<file path="config.mk">
export PLATFORM = sky130hd
export DESIGN_NAME = hazard_scoreboard
export DESIGN_NICKNAME = d
export VERILOG_FILES = /design/src/rtl/cpu_pkg.sv /design/src/rtl/sb_operand_match.sv /design/src/rtl/hazard_scoreboard.sv
export SDC_FILE = /design/constraint.sdc
export NUM_CORES = 1
export LEC_CHECK = 0
export BUFFER_PORTS_ARGS = -buffer_cell sky130_fd_sc_hd__buf_2
export CORE_MARGIN = 1.5
export CORE_UTILIZATION = 35
export CTS_BUF_LIST = sky130_fd_sc_hd__clkbuf_8
export CTS_CLUSTER_DIAMETER = 40
export CTS_CLUSTER_SIZE = 12
export DETAILED_ROUTE_END_ITERATION = 12
export SLEW_MARGIN = 10
export SYNTH_ARGS = -nofsm -noshare
export SYNTH_HDL_FRONTEND = slang
export SYNTH_HIERARCHICAL = 1
export SYNTH_SLANG_ARGS = --single-unit
</file>
<file path="constraint.sdc">
create_clock -name clk_i -period 2.8 [get_ports clk_i]
set_input_delay 0.56 -clock clk_i [delete_from_list [all_inputs] [get_ports clk_i]]
set_output_delay 0.56 -clock clk_i [all_outputs]
set_load 0.01 [all_outputs]
</file>
<file path="src/rtl/cpu_pkg.sv">
// cpu_pkg: types and constants shared by the hazard/forwarding controller.
//   sb_entry_t     - one scoreboard slot {valid, rd, wr, is_load}
//   FWD_RF         - forward-select value meaning "use ID/EX register data"
//   REG_AW_DEFAULT - default register address width
//   RD_W           - storage width of rd in a scoreboard slot; any REG_AW
//                    up to RD_W is supported (addresses are zero-extended)
package cpu_pkg;

  localparam int REG_AW_DEFAULT = 5;
  localparam int RD_W           = 8;
  localparam int FWD_RF         = 0;

  typedef struct packed {
    logic            valid;
    logic [RD_W-1:0] rd;
    logic            wr;
    logic            is_load;
  } sb_entry_t;

endpackage

</file>
<file path="src/rtl/sb_operand_match.sv">
// sb_operand_match: RAW hazard check of one ID source operand against the
// scoreboard.
//   sb        in  : scoreboard entries, index 0 = EX ... DEPTH-1 = WB
//   rs        in  : source register address
//   used      in  : operand is actually read by the ID instruction
//   is_branch in  : ID instruction compares in ID (no bypass into comparator)
//   stall     out : this operand must hold the ID instruction
//   fwd_sel   out : youngest matching stage s as s+1, FWD_RF when none
// Optional feature macro: HAZARD_FORWARDING_EN (when undefined every
// match stalls).
module sb_operand_match
  import cpu_pkg::*;
#(
  parameter int DEPTH      = 3,
  parameter int LOAD_STAGE = 1,
  parameter int REG_AW     = REG_AW_DEFAULT,
  parameter int FWD_W      = $clog2(DEPTH)
) (
  input  sb_entry_t [DEPTH-1:0] sb,
  input  logic [REG_AW-1:0]     rs,
  input  logic                  used,
  input  logic                  is_branch,
  output logic                  stall,
  output logic [FWD_W-1:0]      fwd_sel
);

`ifdef HAZARD_FORWARDING_EN
  localparam bit FWD_EN = 1'b1;
`else
  localparam bit FWD_EN = 1'b0;
`endif

  logic [RD_W-1:0] rs_ext;
  logic            hit;

  // Walk oldest to youngest so the youngest match ends up in fwd_sel.
  // The WB slot never matches: the register file writes before it reads.
  always_comb begin
    rs_ext             = '0;
    rs_ext[REG_AW-1:0] = rs;
    stall              = 1'b0;
    fwd_sel            = FWD_W'(FWD_RF);
    hit                = 1'b0;
    for (int s = DEPTH-1; s >= 0; s--) begin
      hit = (s != DEPTH-1) && used && sb[s].valid && sb[s].wr &&
            (sb[s].rd == rs_ext) && (rs_ext != '0);
      if (hit) begin
        fwd_sel = FWD_W'(s + 1);
        // Load data only exists from LOAD_STAGE onward.
        if (is_branch || !FWD_EN || (sb[s].is_load && (s < LOAD_STAGE)))
          stall = 1'b1;
      end
    end
  end

endmodule

</file>
<file path="src/rtl/hazard_scoreboard.sv">
// hazard_scoreboard: hazard and forwarding controller for the pipelined
// RISC-V core. Tracks destinations of in-flight instructions for DEPTH
// stages after ID (0 = EX, DEPTH-1 = WB) and resolves RAW hazards of the
// instruction in ID by stalling or by selecting an EX forwarding source.
// Ports:
//   clk_i, rst_i (async, active-low)
//   id_valid_i, id_rs1_i, id_rs2_i, id_rs1_used_i, id_rs2_used_i,
//   id_rd_i, id_wr_i, id_is_load_i, id_is_branch_i, br_taken_i : ID info
//   stall_o    : hold PC and IF/ID, bubble into ID/EX (combinational)
//   flush_if_o : squash IF/ID on a taken branch that issues (combinational)
//   issue_o    : ID instruction enters EX at this edge (combinational)
//   fwd_rs1_o, fwd_rs2_o : registered EX operand source, 0 = ID/EX data,
//                          s+1 = output register of stage s
// Optional feature macro: HAZARD_FORWARDING_EN. When undefined every
// non-WB match stalls and both forward selects stay 0.
module hazard_scoreboard
  import cpu_pkg::*;
#(
  parameter int DEPTH      = 3,
  parameter int LOAD_STAGE = 1,
  parameter int REG_AW     = REG_AW_DEFAULT
) (
  input  logic                     clk_i,
  input  logic                     rst_i,
  input  logic                     id_valid_i,
  input  logic [REG_AW-1:0]        id_rs1_i,
  input  logic [REG_AW-1:0]        id_rs2_i,
  input  logic                     id_rs1_used_i,
  input  logic                     id_rs2_used_i,
  input  logic [REG_AW-1:0]        id_rd_i,
  input  logic                     id_wr_i,
  input  logic                     id_is_load_i,
  input  logic                     id_is_branch_i,
  input  logic                     br_taken_i,
  output logic                     stall_o,
  output logic                     flush_if_o,
  output logic                     issue_o,
  output logic [$clog2(DEPTH)-1:0] fwd_rs1_o,
  output logic [$clog2(DEPTH)-1:0] fwd_rs2_o
);

  localparam int FWD_W = $clog2(DEPTH);

`ifdef HAZARD_FORWARDING_EN
  localparam bit FWD_EN = 1'b1;
`else
  localparam bit FWD_EN = 1'b0;
`endif

  sb_entry_t [DEPTH-1:0] sb;
  sb_entry_t             id_entry;
  logic                  stall_rs1;
  logic                  stall_rs2;
  logic [FWD_W-1:0]      sel_rs1;
  logic [FWD_W-1:0]      sel_rs2;

  // A write to x0 is recorded as no write so x0 can never match.
  always_comb begin
    id_entry                 = '0;
    id_entry.valid           = 1'b1;
    id_entry.rd[REG_AW-1:0]  = id_rd_i;
    id_entry.wr              = id_wr_i && (id_rd_i != '0);
    id_entry.is_load         = id_is_load_i;
  end

  sb_operand_match #(
    .DEPTH      (DEPTH),
    .LOAD_STAGE (LOAD_STAGE),
    .REG_AW     (REG_AW),
    .FWD_W      (FWD_W)
  ) u_match_rs1 (
    .sb        (sb),
    .rs        (id_rs1_i),
    .used      (id_rs1_used_i),
    .is_branch (id_is_branch_i),
    .stall     (stall_rs1),
    .fwd_sel   (sel_rs1)
  );

  sb_operand_match #(
    .DEPTH      (DEPTH),
    .LOAD_STAGE (LOAD_STAGE),
    .REG_AW     (REG_AW),
    .FWD_W      (FWD_W)
  ) u_match_rs2 (
    .sb        (sb),
    .rs        (id_rs2_i),
    .used      (id_rs2_used_i),
    .is_branch (id_is_branch_i),
    .stall     (stall_rs2),
    .fwd_sel   (sel_rs2)
  );

  // A stall outranks a taken branch: the branch re-evaluates next cycle.
  assign stall_o    = id_valid_i && (stall_rs1 || stall_rs2);
  assign issue_o    = id_valid_i && !stall_o;
  assign flush_if_o = br_taken_i && id_is_branch_i && id_valid_i && !stall_o;

  // Scoreboard shift: stage 0 takes the issuing instruction or a bubble.
  always_ff @(posedge clk_i or negedge rst_i) begin
    if (!rst_i) begin
      sb <= '0;
    end else begin
      sb[0] <= issue_o ? id_entry : '0;
      for (int s = 1; s < DEPTH; s++) begin
        sb[s] <= sb[s-1];
      end
    end
  end

  // Forward selects are captured with the consumer as it enters EX; the
  // stage numbering already accounts for the producer advancing one slot.
  always_ff @(posedge clk_i or negedge rst_i) begin
    if (!rst_i) begin
      fwd_rs1_o <= '0;
      fwd_rs2_o <= '0;
    end else if (FWD_EN && issue_o) begin
      fwd_rs1_o <= sel_rs1;
      fwd_rs2_o <= sel_rs2;
    end else begin
      fwd_rs1_o <= FWD_W'(FWD_RF);
      fwd_rs2_o <= FWD_W'(FWD_RF);
    end
  end

endmodule

</file>
; Word level (Yosys, flattened, before mapping)
; Index checks and enable logic that the tools add are counted.
[totals]
input_bits = 24
elab_cells = 42
register_bits = 20
output_inout_bits = 7
[op_classes]
n_reduce_logical = 27
n_mux = 5
eq_ne = 4
[ops]
columns = op, count
row1 = $eq A8 B5 Y1, 4
row2 = $logic_and A1 B1 Y1, 22
row3 = $reduce_bool A5 Y1, 3
row4 = $mux W11, 1
row5 = $mux W1, 4
row6 = $logic_not A1 Y1, 1
row7 = $logic_or A1 B1 Y1, 1

; Longest topological paths before layout
; Gate-level depths: netlist of the first run.
[depth]
depth_word = 11
mapped_depth = 6
ltp_nobuf = 6

; By module
; The synthesis of the first run kept the hierarchy.
[by_module_without_submodules]
columns = module, area_each_um2, n_inst, seq_area_each_um2, cells_per_inst
row1 = hazard_scoreboard, 715.7, 1, 600.6, 40
row2 = sb_operand_match (u_match_rs1), 181.4, 1, 0.0, 23
row3 = sb_operand_match (u_match_rs2), 167.7, 1, 0.0, 24

; Least setup slack after synthesis of the first run
; Ideal clock, no wire load.
[synth_timing]
path_type = input to output
start = in id_rs1_i[0]
end = out flush_if_o
arrival_ns = 2.216
n_path_buf = 0
path_slack_ns = 0.024
required_ns = 2.240
cell_stages = 6
cell_sequence = or4_1 -> o21ai_2 -> nor3_2 -> or2_1 -> nor3b_2 -> and3_1
[synth_via]
elab_cells_between_ends = 13
cone_classes = eq/ne: 2 / mux: 2 / reduce/logical: 9
[synth_rtl]
columns = element, line_no
row1 = from (decl), hazard_scoreboard.sv:26  ; input logic [REG_AW-1:0] id_rs1_i,
row2 = $eq A8 B5 Y1, sb_operand_match.sv:46  ; (sb[s].rd == rs_ext) && (rs_ext != '0);
row3 = $logic_and A1 B1 Y1, sb_operand_match.sv:45  ; hit = (s != DEPTH-1) && used && sb[s].valid && sb[s].wr &&
row4 = $logic_and A1 B1 Y1 (*), sb_operand_match.sv:46
row5 = named net u_match_rs1.hit, sb_operand_match.sv:34  ; logic hit;
row6 = $mux W1 (*), sb_operand_match.sv:47  ; if (hit) begin
row7 = named net stall_rs1, hazard_scoreboard.sv:52  ; logic stall_rs1;
row8 = $logic_or A1 B1 Y1 (*), hazard_scoreboard.sv:95  ; assign stall_o = id_valid_i && (stall_rs1 || stall_rs2);
row9 = $logic_and A1 B1 Y1 (*), hazard_scoreboard.sv:95
row10 = $logic_not A1 Y1 (*), hazard_scoreboard.sv:97  ; assign flush_if_o = br_taken_i && id_is_branch_i && id_valid_i && !stall_o;
row11 = $logic_and A1 B1 Y1 (*), hazard_scoreboard.sv:97
row12 = to (decl), hazard_scoreboard.sv:36  ; output logic flush_if_o,
; The timed path passes the listed nets; every way through them passes the cells marked *.

; Worst setup path after layout of the first run
[layout_timing]
start = in id_rs1_i[1]
end = out flush_if_o
; The elaborated chain is that of the path after synthesis.

==> results of run 1 <==
==> power by group <==
part	switching (mW)	total (mW)	leakage (nW)	internal, mW
Clock	0.0656	0.190	0.0288	0.124
Sequential	0.00957	0.223	0.178	0.213
Combinational	0.0371	0.0861	0.306	0.0489
Total	0.112	0.499	0.512	0.386
==> stage by stage <==
step	setup WS [ns]	utilization [%]
floorplan	0.0583	-
global placement	-0.0147	50.7
detailed placement	-0.0552	50.7
CTS	-0.0176	55.0
global route	-0.0192	55.9
finish	0.0405	55.9
==> metal layers <==
layer	share of wire, %	routed length, microns
met1	44	672
met4	4.0	61
met2	47	711
met3	5.5	84
met5	0	0
==> critical path: cells and delay by family <==
kind / cells / cell delay [ns]
AO/OA/AOI/OAI: 1 / 0.15
AND/OR/NAND/NOR: 5 / 1.27
buffers and inverters: 2 / 0.21
==> worst min path at each step <==
stage                             to  slack, ns             start  depth (start not counted)
global route         sb[6]$_DFF_PN0_       0.21             rst_i                          1
CTS                  sb[6]$_DFF_PN0_       0.20             rst_i                          1
floorplan           sb[10]$_DFF_PN0_       0.26             rst_i                          0
global placement    sb[21]$_DFF_PN0_       0.39  sb[10]$_DFF_PN0_                          0
finish              sb[14]$_DFF_PN0_       0.19             rst_i                          1
detailed placement  sb[21]$_DFF_PN0_       0.40  sb[10]$_DFF_PN0_                          0
==> cell type report <==
cell class | instances | area share (%)
well taps | 27 | 2.99
flip-flops and latches | 14 | 31.0
clock buffers | 4 | 4.87
multi-input cells | 69 | 42.3
repair buffers | 35 | 18.8
==> what timing repair did <==
item,CTS,global route
endpoints found under the setup margin,2,3
pin swaps,6,7
buffers inserted,2,1
hold endpoints to repair,0,0
gates cloned,0,0
gates resized for setup,3,4
==> impl_summary.txt, run 1 <==
----------------------------------------------------
[Power and ir drop]
  Design Power ... 499 uW
  Leakage power of the design ... 0.512 nW
  Maximum resistive drop on vdd ... 0.000284 V
  Power per standard cell area ... 441 nW/um^2

[Drt]
  WL per Instance ... 10.3 microns
  DRC violation total after the first TritonRoute iteration ... 0
  Remaining routing DRC violations ... 0
  Drt total wl ... 1.53 mm
  Length of the first detailed-routing pass in iterations ... 1
  Number of antenna-violating nets in the routed design ... 0
  Vias ... 660
  Via count normalized by instance count ... 4.43

[Final layout]
  Register area ... 350 sq um
  Antenna diode count ... 0
  Final design instance area without fill ... 1130 sq um
  Syn-to-layout area delta ... 44.7%
  Count of non-filler cells in the finished layout ... 149
  Layout cells sized above 1 ... 36.9%
  Highest-count cells in the layout ignoring fill and taps ... sky130_fd_sc_hd__buf_2, sky130_fd_sc_hd__xnor2_1, sky130_fd_sc_hd__conb_1, sky130_fd_sc_hd__dfrtp_1, sky130_fd_sc_hd__buf_4
  Layout fillers ... 188
  Final layout net count ... 147
  Area occupied by multi-input gates ... 478 sq um
  Commonest non-fill, non-tap cell in the layout ... sky130_fd_sc_hd__buf_2
  Biggest registers after layout ... sb: 14 flops
  Flip-flop count of the largest register after layout ... 14
  Register name with the most flops ... sb

[GRT]
  Met2 GRT Util ... 22.6%
  Global-route total usage across every layer ... 14.2%
  Met1 Track Usage GR ... 17.2%
  First-pass GRT wire length ... 2.62 mm
  Initial antenna violation count ... 0
  Busiest layer in global routing ... met2
  Maximum number of pins on one net before global-route repair ... 15
  GRT overflow ... 0
  Number of global-route vias before repair ... 629
  Grt met3 use ... 0.893%

[STA]
  Fin Setup TNS ... 0 ns
  Post-route fraction of the period consumed by the critical path ... 98.6%
  Worst setup skew after layout ... 0.00341 ns
  Final count of negative-setup-slack endpoints ... 0
  Highest Clock Rate ... 362 MHz
  Number of max-slew violations in the final report ... 0
  Time the final worst path needs with I/O delays and setup ... 2.76 ns
  Final Hold Viols ... 0
  Min Hold Slack ... 0.193 ns
  RSZ-0062 raised after global routing ... yes

[Logic synthesis]
  Average instance area after synthesis ... 10.8 sq um
  Syn. warnings ... 6
  Synth Cell Area ... 781 sq um
  Gate count after technology mapping ... 72

[Floorplan]
  Floorplan die width ... 50.2 microns
  Core area ... 2020 sq um
  Number of placement rows ... 16
  Die area ... 2520 sq um
  # IOs ... 31
  Die Y ... 50.2 microns
  Initial core utilization ... 38.6%

[Place]
  Port Buffers ... 25
  Final weighted congestion in routability-driven placement ... 0.811
  Placed cells ... 143
  DP Wirelength ... 1.23 mm
  Cell area after placement ... 1030 sq um

[Run status]
  Run status ... completed

[Worst setup path]
  Critical Path End ... flush_if_o
  Crit-path slowest cell ... sky130_fd_sc_hd__or4_4
  Worst endpoint required time ... 2.24 ns
  Max Fanout on Critical Path ... 3
  Reg2Reg Depth ... 8
  Arrival time worst endpoint ... 2.20 ns
  Cell-by-cell listing of the critical path ... buf_6 -> or4_4 -> o21ai_4 -> nor3_2 -> or2_1 -> nor3b_4 -> and3_1 -> buf_2
  Critical setup path kind ... input port to primary output
  Slack of the worst reg-to-reg path ... 0.77 ns
  Worst setup path start ... id_rs1_i[1]
  Critical Path End Type ... primary output
  End of the worst register-to-register path ... sb[5]$_DFF_PN0_
  Largest stage delay, worst path ... 0.55 ns
  Critical path launch point type ... input port
  R2R Path Start ... sb[21]$_DFF_PN0_

[Clocking]
  Worst-path clk slew ... 0.05 ns
  Buffer levels on the longest clock path ... 2
  Number of hold-repair buffers added at the cts stage ... 0
  Deepest level of the CTS H-tree ... 1
  TritonCTS Buffers ... 3
  Clock latency reported for the late side of the worst-skew pair ... 0.24 ns
  TritonCTS clock tree ... built
  Number of sinks on the clock net ... 14
  CTS Root Buffer Type ... sky130_fd_sc_hd__clkbuf_8

[Hold path]
  Class of the most critical hold timing path ... input port to asynchronous set/reset pin

[Run]
  Number of maximum-capacitance violations ... 0

----------------------------------------------------
(Power assumes the default switching activity.)
==> inputs of run 2 (changes only) <==
==> constraint.sdc (replaced) <==
create_clock -name clk_i -period 2.8 [get_ports clk_i]
set_input_delay 0.7 -clock clk_i [delete_from_list [all_inputs] [get_ports clk_i]]
set_output_delay 0.7 -clock clk_i [all_outputs]
set_load 0.01 [all_outputs]
==> run 2 against run 1 <==
Against the previous run: sequential share of layout area down 0.47 points; maximum frequency down 9.5%; via count down 0.91%; highest routed layer unchanged; sequential power about the same; non-clock buffer count up 2; utilization up 0.87 points; clock power about the same; the flow now finishes with violations (negative setup slack); critical path depth unchanged; largest power group unchanged.
==> impl_summary.txt, run 2 (synthesis gave the netlist of run 1 again) <==
----------------------------------------------------
[Hold path]
  Class of the most critical hold timing path ... input port to asynchronous set/reset pin (unchanged)

[Final layout]
  Area occupied by multi-input gates ... 474 sq um (was 478 sq um)
  Commonest non-fill, non-tap cell in the layout ... sky130_fd_sc_hd__buf_2 (unchanged)
  Flip-flop count of the largest register after layout ... 14 (unchanged)
  Register area ... 350 sq um (unchanged)
  Post-Route Utilization ... 56.7% (was 55.9%)
  Layout fillers ... 193 (was 188)
  Antenna diode count ... 0 (unchanged)
  Final layout net count ... 149 (was 147)
  Syn-to-layout area delta ... 47.0% (was 44.7%)
  Register name with the most flops ... sb (unchanged)
  Biggest registers after layout ... sb: 14 flops (unchanged)
  Layout cells sized above 1 ... 37.1% (was 36.9%)
  Final design instance area without fill ... 1150 sq um (was 1130 sq um)
  Highest-count cells in the layout ignoring fill and taps ... sky130_fd_sc_hd__buf_2, sky130_fd_sc_hd__xnor2_1, sky130_fd_sc_hd__conb_1, sky130_fd_sc_hd__dfrtp_1, sky130_fd_sc_hd__buf_4 (unchanged)

[Floorplan]
  Number of placement rows ... 16 (unchanged)
  Core area ... 2020 sq um (unchanged)
  Die area ... 2520 sq um (unchanged)
  Initial core utilization ... 38.6% (unchanged)
  Die Y ... 50.2 microns (unchanged)
  # IOs ... 31 (unchanged)
  Floorplan die width ... 50.2 microns (unchanged)

[Place]
  Cell area after placement ... 1040 sq um (was 1030 sq um)
  Final weighted congestion in routability-driven placement ... 0.815 (was 0.811)
  Port Buffers ... 25 (unchanged)
  DP Wirelength ... 1.28 mm (was 1.23 mm)

[Clocking]
  Clock latency reported for the late side of the worst-skew pair ... 0.24 ns (about the same)
  Number of sinks on the clock net ... 14 (unchanged)
  TritonCTS clock tree ... built (unchanged)
  Worst-path clk slew ... 0.05 ns (about the same)
  Deepest level of the CTS H-tree ... 1 (unchanged)
  Buffer levels on the longest clock path ... 2 (unchanged)
  CTS Root Buffer Type ... sky130_fd_sc_hd__clkbuf_8 (unchanged)
  TritonCTS Buffers ... 3 (unchanged)

[GRT]
  Global-route total usage across every layer ... 13.4% (was 14.2%)
  Maximum number of pins on one net before global-route repair ... 15 (unchanged)
  Number of global-route vias before repair ... 616 (was 629)
  GRT overflow ... 0 (unchanged)
  Initial antenna violation count ... 0 (unchanged)
  First-pass GRT wire length ... 2.44 mm (was 2.62 mm)

[Drt]
  Number of antenna-violating nets in the routed design ... 0 (unchanged)
  DRC violation total after the first TritonRoute iteration ... 2 (was 0)
  Length of the first detailed-routing pass in iterations ... 2 (was 1)
  Vias ... 654 (was 660)
  Drt total wl ... 1.52 mm (was 1.53 mm)
  Via count normalized by instance count ... 4.33 (was 4.43)
  WL per Instance ... 10.1 microns (was 10.3 microns)
  Remaining routing DRC violations ... 0 (unchanged)

[Run]
  Number of maximum-capacitance violations ... 0 (unchanged)

[STA]
  Post-route fraction of the period consumed by the critical path ... 109% (was 98.6%)
  Min Hold Slack ... 0.341 ns (was 0.193 ns)
  RSZ-0062 raised after global routing ... yes (unchanged)
  Final Hold Viols ... 0 (unchanged)
  Highest Clock Rate ... 328 MHz (was 362 MHz)
  Number of max-slew violations in the final report ... 0 (unchanged)
  Time the final worst path needs with I/O delays and setup ... 3.05 ns (was 2.76 ns)
  Final count of negative-setup-slack endpoints ... 3 (was 0)
  Worst setup skew after layout ... 0.000923 ns (was 0.00341 ns)
  Setup slack of the critical path after layout ... -0.248 ns (was 0.0405 ns)
  Fin Setup TNS ... -0.451 ns (was 0 ns)

[Worst setup path]
  Worst endpoint required time ... 2.10 ns (was 2.24 ns)
  Critical Path End Type ... primary output (unchanged)
  Max Fanout on Critical Path ... 3 (unchanged)
  Arrival time worst endpoint ... 2.35 ns (was 2.20 ns)
  Critical path launch point type ... input port (unchanged)
  Critical setup path kind ... input port to primary output (unchanged)

[Power and ir drop]
  Power per standard cell area ... 435 nW/um^2 (was 441 nW/um^2)
  Leakage power of the design ... 0.522 nW (was 0.512 nW)
  Maximum resistive drop on vdd ... 0.000343 V (was 0.000284 V)

[Run status]
  Run status ... finished with violations (was completed)
  Violations in the final reports ... negative setup slack

----------------------------------------------------
[run 2: cell types whose count changed in the layout (fill, tap and decap cells not counted), sizes merged]
cell	delta
buf	+2
[run 2: power breakdown]
group	switching, mW	internal, mW
registers	0.00936	0.213
clock network	0.0629	0.124
logic	0.0379	0.0523
[run 2: final cells by class]
cell class / instances / area share, %
Multi-Input combinational cell: 69 / 41.3
Sequential cell: 14 / 30.5
Timing Repair Buffer: 37 / 20.4
Clock buffer: 4 / 4.80
Tap cell: 27 / 2.94
[run 2: worst paths after layout]
kind / start / end / slack [ns] / depth (start not counted)
max in group asynchronous: rst_i / sb[17]$_DFF_PN0_ / 2.23 / 1
min in group clk_i: sb[10]$_DFF_PN0_ / sb[21]$_DFF_PN0_ / 0.40 / 0
min reg2reg: sb[10]$_DFF_PN0_ / sb[21]$_DFF_PN0_ / 0.40 / 0
max reg2reg: sb[21]$_DFF_PN0_ / sb[5]$_DFF_PN0_ / 0.77 / 8
min: rst_i / sb[14]$_DFF_PN0_ / 0.34 / 1
max: id_rs1_i[0] / flush_if_o / -0.25 / 8
[run 2: stage by stage]
| step | instances | setup slack (ns) | power (mW) |
|---|---|---|---|
| finish | 151 | -0.248 | 0.500 |
| global route | 151 | -0.312 | 0.527 |
| CTS | 149 | -0.284 | 0.500 |
| detailed placement | 144 | -0.299 | 0.309 |
| global placement | 144 | -0.281 | 0.307 |
| floorplan | 87 | -0.157 | 0.270 |
[run 2: worst max-delay path, stage by stage]
cell                      delay, ns
sky130_fd_sc_hd__buf_6         0.09
sky130_fd_sc_hd__or4_4         0.55
sky130_fd_sc_hd__o21ai_4       0.15
sky130_fd_sc_hd__nor3_2        0.04
sky130_fd_sc_hd__or2_1         0.27
sky130_fd_sc_hd__nor3b_4       0.24
sky130_fd_sc_hd__and3_1        0.18
sky130_fd_sc_hd__buf_2         0.12
[run 2: layer usage]
| layer | global-route usage, % | wire, microns | up-vias |
|---|---|---|---|
| li1 | - | - | 338 |
| met1 | 15.9 | 651 | 288 |
| met2 | 21.1 | 752 | 26 |
| met3 | 3.87 | 103 | 2 |
| met4 | 8.33 | 12 | 0 |
| met5 | 0 | 0 | - |
[run 2: timing repair]
| action | in CTS | in global routing |
|---|---|---|
| setup endpoints to repair | 3 | 3 |
| pin swaps | 6 | 6 |
| buffers inserted | 1 | 2 |
| gates resized for setup | 2 | 4 |
| hold buffers | 0 | 0 |
